$ cat src/rtl/decode_scoreboard_dispatch_pkg.sv
// decode_scoreboard_dispatch_pkg: shared defaults, typedefs and FU constants for the dispatch scoreboard
package decode_scoreboard_dispatch_pkg;
  localparam int NUM_REGS_DEF = 32;
  localparam int ROB_ENTRIES_DEF = 8;
  localparam int NUM_FU_DEF = 2;
  localparam int WB_PORTS_DEF = 1;
  typedef logic [$clog2(ROB_ENTRIES_DEF)-1:0] rob_id_t;
  typedef logic [$clog2(NUM_REGS_DEF)-1:0] reg_addr_t;
  typedef logic [0:0] fu_sel_t;
  typedef enum logic [0:0] {FU_ALU = 1'b0, FU_MUL = 1'b1} fu_e;
  typedef struct packed {
    rob_id_t id;
    rob_id_t ticket1;
    rob_id_t ticket2;
    logic    blocked1;
    logic    blocked2;
  } disp_req_t;
  function automatic int fu_width(input int n);
    return n > 1 ? $clog2(n) : 1;
  endfunction
endpackage

$ cat src/rtl/scoreboard_regtable.sv
// scoreboard_regtable: per-register blocked bits and producer tickets with multi-port writeback clear
module scoreboard_regtable #(
  parameter int NUM_REGS = 32,
  parameter int ROB_ENTRIES = 8,
  parameter int WB_PORTS = 1,
  localparam int RA_W = $clog2(NUM_REGS),
  localparam int ID_W = $clog2(ROB_ENTRIES)
) (
  input  logic                     clock,
  input  logic                     reset,
  input  logic                     flush,
  input  logic                     alloc_en,
  input  logic [RA_W-1:0]          alloc_dest,
  input  logic [ID_W-1:0]          alloc_id,
  input  logic [WB_PORTS-1:0]      wb_valid,
  input  logic [WB_PORTS*RA_W-1:0] wb_dest,
  input  logic [WB_PORTS*ID_W-1:0] wb_id,
  input  logic [RA_W-1:0]          rd_addr1,
  input  logic [RA_W-1:0]          rd_addr2,
  output logic [ID_W-1:0]          rd_ticket1,
  output logic [ID_W-1:0]          rd_ticket2,
  output logic                     rd_blocked1,
  output logic                     rd_blocked2
);
  logic [NUM_REGS-1:0] blocked;
  logic [NUM_REGS-1:0] wb_clr;
  logic [ID_W-1:0]     ticket [NUM_REGS];
  // registers released this cycle by a writeback carrying their current ticket
  always_comb begin
    wb_clr = '0;
    for (int k = 0; k < WB_PORTS; k++)
      if (wb_valid[k] && ticket[wb_dest[k*RA_W +: RA_W]] == wb_id[k*ID_W +: ID_W])
        wb_clr[wb_dest[k*RA_W +: RA_W]] = 1'b1;
  end
  assign rd_ticket1 = ticket[rd_addr1];
  assign rd_ticket2 = ticket[rd_addr2];
  assign rd_blocked1 = blocked[rd_addr1] & ~wb_clr[rd_addr1];
  assign rd_blocked2 = blocked[rd_addr2] & ~wb_clr[rd_addr2];
  // blocked bits: same-cycle allocation overrides a writeback clear
  always_ff @(posedge clock or posedge reset)
    if (reset) blocked <= '0;
    else blocked <= flush ? '0 : (blocked & ~wb_clr) | (alloc_en ? NUM_REGS'(1) << alloc_dest : '0);
  // tickets survive flush so late writebacks still compare against the last producer
  always_ff @(posedge clock or posedge reset)
    if (reset) for (int r = 0; r < NUM_REGS; r++) ticket[r] <= '0;
    else if (alloc_en) ticket[alloc_dest] <= alloc_id;
endmodule

$ cat src/rtl/decode_scoreboard_dispatch.sv
// decode_scoreboard_dispatch: ROB ticket allocation, dependency resolution and one-per-cycle FU dispatch (optional SCOREBOARD_PERF_CNT_EN stall counters)
module decode_scoreboard_dispatch import decode_scoreboard_dispatch_pkg::*; #(
  parameter int NUM_REGS = NUM_REGS_DEF,
  parameter int ROB_ENTRIES = ROB_ENTRIES_DEF,
  parameter int NUM_FU = NUM_FU_DEF,
  parameter int WB_PORTS = WB_PORTS_DEF,
  localparam int RA_W = $clog2(NUM_REGS),
  localparam int ID_W = $clog2(ROB_ENTRIES),
  localparam int FU_W = fu_width(NUM_FU)
) (
  input  logic                     clock,
  input  logic                     reset,
  input  logic                     flush,
  input  logic                     dec_valid,
  output logic                     dec_ready,
  input  logic [RA_W-1:0]          dec_src1,
  input  logic [RA_W-1:0]          dec_src2,
  input  logic [RA_W-1:0]          dec_dest,
  input  logic                     dec_use_src1,
  input  logic                     dec_use_src2,
  input  logic                     dec_writes_dest,
  input  logic [FU_W-1:0]          dec_fu_sel,
  output logic [NUM_FU-1:0]        disp_valid,
  input  logic [NUM_FU-1:0]        disp_ready,
  output logic [ID_W-1:0]          disp_id,
  output logic [ID_W-1:0]          disp_ticket1,
  output logic [ID_W-1:0]          disp_ticket2,
  output logic                     disp_blocked1,
  output logic                     disp_blocked2,
  input  logic [WB_PORTS-1:0]      wb_valid,
  input  logic [WB_PORTS*RA_W-1:0] wb_dest,
  input  logic [WB_PORTS*ID_W-1:0] wb_id,
  input  logic                     rob_retire,
`ifdef SCOREBOARD_PERF_CNT_EN
  output logic [31:0]              perf_stall_full,
  output logic [31:0]              perf_stall_fu,
`endif
  output logic                     rob_full
);
  logic [ID_W:0]   occ;
  logic [ID_W-1:0] tail;
  logic [ID_W-1:0] rd_ticket1, rd_ticket2;
  logic            rd_blocked1, rd_blocked2;
  logic            consumed, accept;
  assign rob_full = occ == (ID_W+1)'(ROB_ENTRIES);
  assign consumed = |(disp_valid & disp_ready);
  assign dec_ready = !flush && !rob_full && (disp_valid == '0 || consumed);
  assign accept = dec_valid && dec_ready;
  scoreboard_regtable #(.NUM_REGS(NUM_REGS), .ROB_ENTRIES(ROB_ENTRIES), .WB_PORTS(WB_PORTS)) u_regtable (
    .clock(clock), .reset(reset), .flush(flush),
    .alloc_en(accept && dec_writes_dest), .alloc_dest(dec_dest), .alloc_id(tail),
    .wb_valid(wb_valid), .wb_dest(wb_dest), .wb_id(wb_id),
    .rd_addr1(dec_src1), .rd_addr2(dec_src2),
    .rd_ticket1(rd_ticket1), .rd_ticket2(rd_ticket2),
    .rd_blocked1(rd_blocked1), .rd_blocked2(rd_blocked2)
  );
  // tail wraps naturally because ROB_ENTRIES is a power of two; retire on empty ROB is dropped
  always_ff @(posedge clock or posedge reset)
    if (reset) begin
      tail <= '0;
      occ <= '0;
    end else if (flush) begin
      tail <= '0;
      occ <= '0;
    end else begin
      tail <= tail + ID_W'(accept);
      occ <= occ + (ID_W+1)'(accept) - (ID_W+1)'(rob_retire && occ != '0);
    end
  // dispatch register: loads on accept, drops when consumed, otherwise holds; out-of-range sel shifts to zero
  always_ff @(posedge clock or posedge reset)
    if (reset) begin
      disp_valid <= '0;
      disp_id <= '0;
      disp_ticket1 <= '0;
      disp_ticket2 <= '0;
      disp_blocked1 <= 1'b0;
      disp_blocked2 <= 1'b0;
    end else if (flush) disp_valid <= '0;
    else if (accept) begin
      disp_valid <= NUM_FU'(1) << dec_fu_sel;
      disp_id <= tail;
      disp_ticket1 <= rd_ticket1;
      disp_ticket2 <= rd_ticket2;
      disp_blocked1 <= dec_use_src1 && rd_blocked1;
      disp_blocked2 <= dec_use_src2 && rd_blocked2;
    end else if (consumed) disp_valid <= '0;
`ifdef SCOREBOARD_PERF_CNT_EN
  // saturating stall counters, deliberately untouched by flush
  always_ff @(posedge clock or posedge reset)
    if (reset) begin
      perf_stall_full <= '0;
      perf_stall_fu <= '0;
    end else begin
      if (dec_valid && rob_full && perf_stall_full != '1) perf_stall_full <= perf_stall_full + 32'd1;
      if (dec_valid && !rob_full && !dec_ready && perf_stall_fu != '1) perf_stall_fu <= perf_stall_fu + 32'd1;
    end
`endif
endmodule

$ cat config.mk
export PLATFORM = sky130hd
export DESIGN_NAME = decode_scoreboard_dispatch
export DESIGN_NICKNAME = d
export VERILOG_FILES = /design/src/rtl/decode_scoreboard_dispatch_pkg.sv /design/src/rtl/scoreboard_regtable.sv /design/src/rtl/decode_scoreboard_dispatch.sv
export SDC_FILE = /design/constraint.sdc
export NUM_CORES = 1
export LEC_CHECK = 0
export CAP_MARGIN = 20
export CORE_MARGIN = 8
export CORE_UTILIZATION = 35
export CTS_CLUSTER_DIAMETER = 120
export DETAILED_ROUTE_END_ITERATION = 10
export SLEW_MARGIN = 20
export SYNTH_ARGS = -nofsm -noshare
export SYNTH_HDL_FRONTEND = slang
export SYNTH_SLANG_ARGS = --single-unit
$ cat constraint.sdc
create_clock -name clock -period 8.3 [get_ports clock]
set_input_delay 1.66 -clock clock [delete_from_list [all_inputs] [get_ports clock]]
set_output_delay 1.66 -clock clock [all_outputs]
set_load 0.02 [all_outputs]
==> flow_metrics.env <==
export IMPL_async_flop_share_pct=100
export IMPL_syn_to_final_growth_pct=13.5
export IMPL_wl_per_cell_um=26.2
export IMPL_hold_slack_ps=481
export IMPL_portBuffers=49
export IMPL_drive_gt1_share_pct=29.4
export IMPL_fp_dieArea_um2=32500
export IMPL_power_density_nw_per_um2=181
export IMPL_die_width_um=180
export IMPL_crit_required_ps=8590
export IMPL_hold_viol=0
export IMPL_diodes=0
export IMPL_clockBufferDepth=2
export IMPL_synth_cells=767
export IMPL_core_um2=26700
export IMPL_clock_sinks=148
export IMPL_arrival_ps=5350
export IMPL_io_pins=50
export IMPL_postSynthAreaPerCell_um2=12.3
export IMPL_syn_area_um2=9460
export IMPL_cts_inserted_buffers=17
export IMPL_fp_row_count=60
export IMPL_grt_max_degree=85
export IMPL_wirelength_mm=29.8
export IMPL_clock_power_share_pct=41.0
export IMPL_startpoint_type="primary input"
export IMPL_rsz0062_at_grt="no"
export IMPL_ys_ff_latch=148
export IMPL_tightestPinTransition_ps=1030
export IMPL_drtPass1Iterations=6
export IMPL_ant_nets=0
export IMPL_ys_flop_type="dfrtp_1"
export IMPL_cts_root_buf="clkbuf_16"
export IMPL_power_switching_uw=574
export IMPL_setup_tns_ps=0
export IMPL_setup_violations=0
export IMPL_crit_type="primary input to flop"
export IMPL_ys_warn_count=0
export IMPL_p_leak_nw=4.47
export IMPL_route_vias_total=6984
export IMPL_path_clk_slew_ps=60
export IMPL_skew_ps=7.28
export IMPL_layout_commonest_cell="dfrtp_1"
export IMPL_final_period_utilization_pct=61.0
export IMPL_max_slew_margin_pct=31.1
export IMPL_layout_common_cells="dfrtp_1 (148), mux2_2 (97), mux4_2 (80)"
export IMPL_p_comb_share_pct=18.3
export IMPL_fp_dieH_um=180
export IMPL_vdd_drop_max_mv=0.150
export IMPL_p_int_mw=1.37
export IMPL_avgViaCountPerCell=6.14
export IMPL_yosysSeqAreaShare_pct=39.2
export IMPL_ctsResizeCount=0
export IMPL_grt_pass1_wl_mm=46.1
export IMPL_gr_total_overflow=0
export IMPL_timing_fmax_mhz=198
export IMPL_p_total_mw=1.94
export IMPL_synth_enable_flop_cells=0
export IMPL_ys_types=62
export IMPL_synth_nets=811
export IMPL_gp_congestion=0.952
export IMPL_crit_path_end_kind="flop"
export IMPL_dp_hpwl_mm=21.2
export IMPL_h_tree_depth=4
export IMPL_drc_errors=0
export IMPL_postCtsHoldBufs=0
export IMPL_p_sw_share_pct=29.6
export IMPL_grt_pass1_vias=7077
export IMPL_cts_tree="built"
export IMPL_worstSkewPairLatency_ps=440
export IMPL_hold_class="flop to flop"
export IMPL_status="complete, no violations"
export IMPL_cap_violations=0
export IMPL_slew_viol_final=0
export IMPL_initial_core_util_pct=35.4
export IMPL_r2r_setup_slack_ps=4920
export IMPL_fin_crit_ps=5060
export IMPL_grt_usage_pct=18.6
export IMPL_seq_power_share_pct=40.7
export IMPL_antenna_found_initial=0
export IMPL_post_cts_buffers=0
export IMPL_fin_nets=827
export IMPL_first_iter_violations=751
export IMPL_final_core_util_pct=40.1
export IMPL_crit_fanout=28
## sequential cells by signal, indices dropped and copies added, names as in the netlist
signal	flops
disp_blocked2	1
disp_id	3
disp_ticket2	3
disp_ticket1	3
disp_valid	2
tail	3
occ	4
u_regtable.ticket	96
u_regtable.blocked	32
disp_blocked1	1
## final timing paths
| path | cells after the start | end | from |
|---|---|---|---|
| setup / recovery | 9 | u_regtable.blocked[26]$_DFF_PP0_ | wb_dest[3] |
| max in group asynchronous | 3 | u_regtable.blocked[26]$_DFF_PP0_ | reset |
| setup reg to reg | 7 | u_regtable.ticket[31]$_DFFE_PP0P_ | disp_valid[1]$_DFFE_PP0P_ |
| hold / removal | 2 | disp_id[0]$_DFFE_PP0P_ | disp_id[0]$_DFFE_PP0P_ |
| hold reg to reg | 2 | disp_id[0]$_DFFE_PP0P_ | disp_id[0]$_DFFE_PP0P_ |
| min in group asynchronous | 2 | u_regtable.ticket[10]$_DFFE_PP0P_ | reset |
## area by class of cell
| class | instances | area, um2 |
|---|---|---|
| clock buffer | 20 | 447 |
| multi-input combinational | 542 | 5400 |
| tap | 341 | 427 |
| sequential | 148 | 3700 |
| inverter | 15 | 61.3 |
| fill | 2529 | 16000 |
| timing repair buffer | 59 | 543 |
| clock inverter | 12 | 145 |
## cells in the mapped netlist (8+ instances only)
master	number	area, um2
dfrtp_1	148	3700
mux2_2	97	1090
mux4_2	80	1800
mux2i_1	56	561
nand2_1	50	188
a21oi_1	35	175
nor2_1	34	128
clkbuf_1	32	120
o22ai_1	24	150
buf_2	14	70.1
inv_1	14	52.6
nor3_1	14	70.1
o31ai_1	14	105
nor2b_1	12	75.1
nor4_1	10	62.6
a211oi_1	8	60.1
a311oi_1	8	70.1
buf_1	8	30.0
ha_1	8	100
## through the flow
step           std cells  setup WS (ps)  area (um2)
3_5_place_dp        1105           2870       10100
4_1_cts             1137           3300       10700
5_1_grt             1137           3140       10700
2_1_floorplan        767           2660        9460
3_3_place_gp        1105           2900       10100
6_report            1137           3240       10700
## metal layers
metal  vias to the layer above  share of wire [%]  track usage [%]
met5                         -                  0                0
met4                         0                3.4             7.44
met3                        64                7.9             4.33
met2                       329                 48             29.5
met1                      3570                 41             24.2
li1                       3021                  -                -
## cells by family (layout without fill, tap and decap cells)
group | Yosys count | after routing | synth area share, %
AOI/OAI and AO/OA | 114 | 114 | 7.99
xor gates and xnor gates | 11 | 11 | 1.02
muxes | 233 | 233 | 36.5
adders and majority gates | 9 | 9 | 1.27
buffers and inverters | 77 | 106 | 3.84
and+or+nand+nor | 175 | 175 | 10.2
DFF | 148 | 148 | 39.2
## worst max-delay path: stages
cell and delay (ps):
clkdlybuf4s50_1 1080, or4bb_1 670, o22ai_1 310, nor4_1 130, and3_4 200, nor4_4 420
nand2_4 260, nor2_4 430, a311oi_1 170
## power groups by stage
stage	logic (mW)	clock network, mW	registers (mW)
after CTS	0.357	0.803	0.791
after global routing	0.386	0.836	0.796
after floorplan	0.210	0	0.817
after global placement	0.353	0	0.802
final	0.355	0.796	0.791
after detailed placement	0.355	0	0.804
No activity file was read; power rests on OpenSTA's default activity.
